===== config.mk =====
export PLATFORM = sky130hd
export DESIGN_NAME = mmx_exec_stage
export DESIGN_NICKNAME = d
export VERILOG_FILES = /design/src/rtl/mmx_exec_stage.sv
export SDC_FILE = /design/constraint.sdc
export NUM_CORES = 1
export LEC_CHECK = 0
export ABC_AREA = 1
export BUFFER_PORTS_ARGS = -buffer_cell sky130_fd_sc_hd__buf_2
export CAP_MARGIN = 20
export CORE_AREA = 4 4 288 290
export DETAILED_ROUTE_END_ITERATION = 10
export DIE_AREA = 0 0 292 294
export PLACE_DENSITY_LB_ADDON = 0.2
export SETUP_SLACK_MARGIN = 0.4
export SYNTH_ARGS = -nofsm -noshare
export SYNTH_HDL_FRONTEND = slang
export SYNTH_SLANG_ARGS = --single-unit

===== constraint.sdc =====
create_clock -name clk -period 1.7 [get_ports clk]
set_clock_uncertainty 0.05 [all_clocks]
set_input_delay 0.085 -clock clk [delete_from_list [all_inputs] [get_ports clk]]
set_output_delay 0.085 -clock clk [all_outputs]
set_load 0.02 [all_outputs]

===== src/rtl/mmx_exec_stage.sv =====
// mmx_exec_stage: two-stage MMX execute/writeback pipeline around an external SIMD unit
module mmx_exec_stage #(
  parameter int NREGS = 8,
  parameter int WIDTH = 64
) (
  input  logic                     clk,
  input  logic                     reset_n,
  input  logic                     in_valid,
  output logic                     in_ready,
  input  logic [2:0]               in_op,
  input  logic [$clog2(NREGS)-1:0] in_dst,
  input  logic [$clog2(NREGS)-1:0] in_src,
  input  logic                     in_src_mem,
  input  logic [WIDTH-1:0]         in_mem_data,
  input  logic                     flush,
  output logic [WIDTH-1:0]         simd_mm,
  output logic [WIDTH-1:0]         simd_mm64,
  output logic [2:0]               simd_op,
  input  logic [WIDTH-1:0]         simd_out,
  output logic                     wb_valid,
  input  logic                     wb_ready,
  output logic [$clog2(NREGS)-1:0] wb_reg,
  output logic [WIDTH-1:0]         wb_data,
  output logic                     illegal_op
);
  localparam int AW = $clog2(NREGS);

  logic             r_e_valid, r_e_mem, r_wb_valid, r_ill;
  logic [2:0]       r_e_op;
  logic [AW-1:0]    r_e_dst, r_e_src, r_wb_reg;
  logic [WIDTH-1:0] r_e_data, r_wb_data;
  logic [WIDTH-1:0] r_mm [NREGS];
  logic             w_w_adv, w_e_adv, w_e_go, w_take, w_acc, w_ill;

  assign w_w_adv    = r_wb_valid & wb_ready;
  assign w_e_adv    = r_e_valid & (!r_wb_valid | w_w_adv);
  assign w_e_go     = w_e_adv & !flush;
  assign in_ready   = !r_e_valid | w_e_adv;
  assign w_take     = in_valid & in_ready & !flush;
  assign w_acc      = w_take & (in_op <= 3'd4);
  assign w_ill      = w_take & (in_op > 3'd4);
  assign simd_op    = r_e_op;
  assign simd_mm    = (r_wb_valid && r_wb_reg == r_e_dst) ? r_wb_data : r_mm[r_e_dst];
  assign simd_mm64  = r_e_mem ? r_e_data :
                      (r_wb_valid && r_wb_reg == r_e_src) ? r_wb_data : r_mm[r_e_src];
  assign wb_valid   = r_wb_valid;
  assign wb_reg     = r_wb_reg;
  assign wb_data    = r_wb_data;
  assign illegal_op = r_ill;

  // E stage: capture accepted legal op; flush kills it, advancing into W empties it
  always_ff @(posedge clk or negedge reset_n) begin
    if (!reset_n) begin
      r_e_valid <= 1'b0;
      r_e_op    <= '0;
      r_e_dst   <= '0;
      r_e_src   <= '0;
      r_e_mem   <= 1'b0;
      r_e_data  <= '0;
    end else begin
      r_e_valid <= !flush & (w_acc | (r_e_valid & !w_e_adv));
      if (w_acc) begin
        r_e_op   <= in_op;
        r_e_dst  <= in_dst;
        r_e_src  <= in_src;
        r_e_mem  <= in_src_mem;
        r_e_data <= in_mem_data;
      end
    end
  end

  // W stage: hold SIMD result until retired; a flushed E op never reaches W
  always_ff @(posedge clk or negedge reset_n) begin
    if (!reset_n) begin
      r_wb_valid <= 1'b0;
      r_wb_reg   <= '0;
      r_wb_data  <= '0;
      r_ill      <= 1'b0;
    end else begin
      r_wb_valid <= w_e_go | (r_wb_valid & !wb_ready);
      r_ill      <= w_ill;
      if (w_e_go) begin
        r_wb_reg  <= r_e_dst;
        r_wb_data <= simd_out;
      end
    end
  end

  // Register file: written only when W retires
  always_ff @(posedge clk or negedge reset_n) begin
    if (!reset_n) begin
      for (int i = 0; i < NREGS; i++) r_mm[i] <= '0;
    end else if (w_w_adv) begin
      r_mm[r_wb_reg] <= r_wb_data;
    end
  end
endmodule

==> impl_metrics.json <==
{
  "fin_crit_ns": 2.59,
  "antenna_found_initial": 1,
  "syn_inst": 4822,
  "antenna-diode-count": 0,
  "layout_common_cells": "1263 x nand2_1, 650 x o21ai_0, 645 x dfrtp_1",
  "startpoint_type": "flip-flop",
  "final_area_um2": 48900,
  "rsz0062_at_grt": "yes",
  "worst_pin_slew_ns": 0.632,
  "grt_overflow": 0,
  "clkSinkCount": 656,
  "hold_path.class": "primary input to flip-flop",
  "cts_tree": "yes",
  "yosysWarningCount": 0,
  "whs_ns": -0.305,
  "p_total_mw": 75.1,
  "drc": 0,
  "synthMuxAreaShare_pct": 0,
  "mostFrequentLayoutCell": "nand2_1",
  "critPathArrivalTime_ns": 2.46,
  "io_buffers": 343,
  "largest_reg_flops": 512,
  "violations": "negative hold slack, negative setup slack",
  "num_rows": 104,
  "synthXorXnorAreaFrac_pct": 0,
  "drive_above_1_share_pct": 23.6,
  "drt-total-wl_um": 140000,
  "r2r_end": "r_mm[29]$_DFFE_PN0P_",
  "p_per_area_nw_per_um2": 1540,
  "syn_area_um2": 35100,
  "r2r-start": "wb_reg[0]$_DFFE_PN0P_",
  "place_congestion": 0.858,
  "pin_count": 344,
  "synth_top_cell_by_area": "dfrtp_1",
  "via_per_inst": 5.64,
  "detail_route.iter0.violations": 4115,
  "regMostFlops": "r_mm",
  "peakVddDrop_uv": 924,
  "clock_path_buffers": 3,
  "place_ws_ns": -0.237,
  "syn-mean-instance-area_um2": 7.27,
  "cts_buffers": 78,
  "synth_top_family_by_area": "simple AND/OR/NAND/NOR gates",
  "area.sequential_um2": 16400,
  "fin_tns_setup_ns": -117.64,
  "regToRegSetupSlack_ns": -0.16,
  "min_path_cells": 4,
  "min_to": "wb_valid$_DFF_PN0_",
  "cts-root-buf": "clkbuf_16",
  "post_dp_cell_area_um2": 41200,
  "grt_pass1_wl_um": 206000,
  "max_slew_margin_pct": 57.9,
  "synth.yosys.seq_area_share_pct": 46.8,
  "cts_max_level": 3,
  "ctsHoldBuffers": 142,
  "yosys_register_bits": 656,
  "synth_compound_area_share_pct": 17.0,
  "via_count": 37014,
  "fp.coreArea_um2": 80300,
  "nets": 5577,
  "fin_crit_sh_pct": 152,
  "grt_pass1_vias": 35055,
  "synth_area_leaders": "dfrtp_1 47%, nand2_1 15%, o21ai_0 11%",
  "die_area_um2": 85800,
  "post-route-util_pct": 60.9,
  "multi_input_area_um2": 17500,
  "maxSlewViolCount": 0,
  "clkTransAtPathRegs_ns": 0.06,
  "final_cells": 6557,
  "max_freq_mhz": 386,
  "post_drt_wl_per_cell_um": 21.3,
  "yosysUniqueCellTypes": 24,
  "worstHoldStart": "wb_ready",
  "path_max_fanout": 9,
  "post-place-cells": 6178,
  "dr.pass1.iters": 6,
  "synth-simple-area-share_pct": 27.5,
  "cp-end-kind": "output pin",
  "clock_latency_ns": 0.63,
  "setup_viol": 493,
  "p_leak_nw": 23.4,
  "grt_usage_pct": 30.3,
  "path_class": "flip-flop to output pin",
  "ant_nets": 0,
  "synth_top_cell_area_share_pct": 46.8,
  "num-fill-cells": 7005,
  "finalHoldViolations": 3,
  "area_growth_syn_to_layout_pct": 39.5,
  "die_x_um": 292,
  "postLayoutSetupSlackWorst_ns": -0.891,
  "outcome": "finished, violations left",
  "drv_cap": 0,
  "grt_max_degree": 60,
  "synth_fp_nets": 4965,
  "rr_worst_depth": 9,
  "worstPathRequired_ns": 1.56,
  "dp_hpwl_um": 81800,
  "die_h_um": 294,
  "start_util_pct": 43.7,
  "synth_fa_ha_area_share_pct": 0
}
-- critical path, stage by stage, from the launching register on --
cell and delay [ns]:
dfrtp_4 0.51, nand2_2 0.07, nand2_2 0.06, nor2_4 0.18, buf_12 0.25, buf_4 0.17
buf_4 0.09, nand3_1 0.11, nand3_2 0.15, nand2_1 0.06, buf_2 0.16
-- cells in the mapped netlist, drive strengths merged --
library cell,count
a21oi,165
nor2,320
clkinv,1
nand2,1369
o21ai,819
o22ai,1
nand3,644
nand3b,1
dfrtp,656
buf,206
o211ai,130
inv,329
clkbuf,181
-- layer usage --
| layer | vias to the layer above | global-route usage [%] | share of wire, % |
|---|---|---|---|
| met5 | - | 0 | 0 |
| met1 | 17914 | 40.6 | 41 |
| met3 | 306 | 4.40 | 7.9 |
| met4 | 0 | 11.2 | 3.8 |
| met2 | 1724 | 50.2 | 47 |
| li1 | 17070 | - | - |
-- kinds of logic after synthesis --
family          Yosys count
compound gates         1115
simple gates           2334
buf+inv                 717
flops                   656
-- where the power goes --
part / switching, mW / total (mW) / internal, mW
sequential: 4.99 / 26.8 / 21.8
combinational: 18.4 / 31.4 / 13.0
clock: 7.04 / 16.9 / 9.82
-- layout make-up --
| class | count | share of cell area [%] |
|---|---|---|
| Multi-Input combinational cell | 3449 | 35.8 |
| Timing Repair Buffer | 919 | 19.9 |
| Sequential cell | 656 | 33.6 |
| Clock inverter | 25 | 0.486 |
| Inverter | 330 | 2.63 |
| Tap cell | 1060 | 2.71 |
| Clock buffer | 118 | 4.77 |
-- worst max-delay path by stage --
stage | cells after the start | end | startpoint
3_3_place_gp | 9 | simd_mm64[54] | r_e_src[1]$_DFFE_PN0P_
3_5_place_dp | 9 | simd_mm[39] | r_e_dst[0]$_DFFE_PN0P_
4_1_cts | 10 | simd_mm[15] | r_e_dst[1]$_DFFE_PN0P_
5_1_grt | 10 | simd_mm64[20] | r_e_src[2]$_DFFE_PN0P_
2_1_floorplan | 10 | simd_mm64[34] | wb_reg[1]$_DFFE_PN0P_
6_report | 10 | simd_mm64[20] | r_e_src[2]$_DFFE_PN0P_
-- what timing repair did --
item,CTS,global route
setup endpoints to repair,856,856
setup buffers,29,22
gates cloned,20,23
hold endpoints to repair,797,3
resized for setup,236,376
pin swaps,41,82
(Power assumes the default switching activity.)
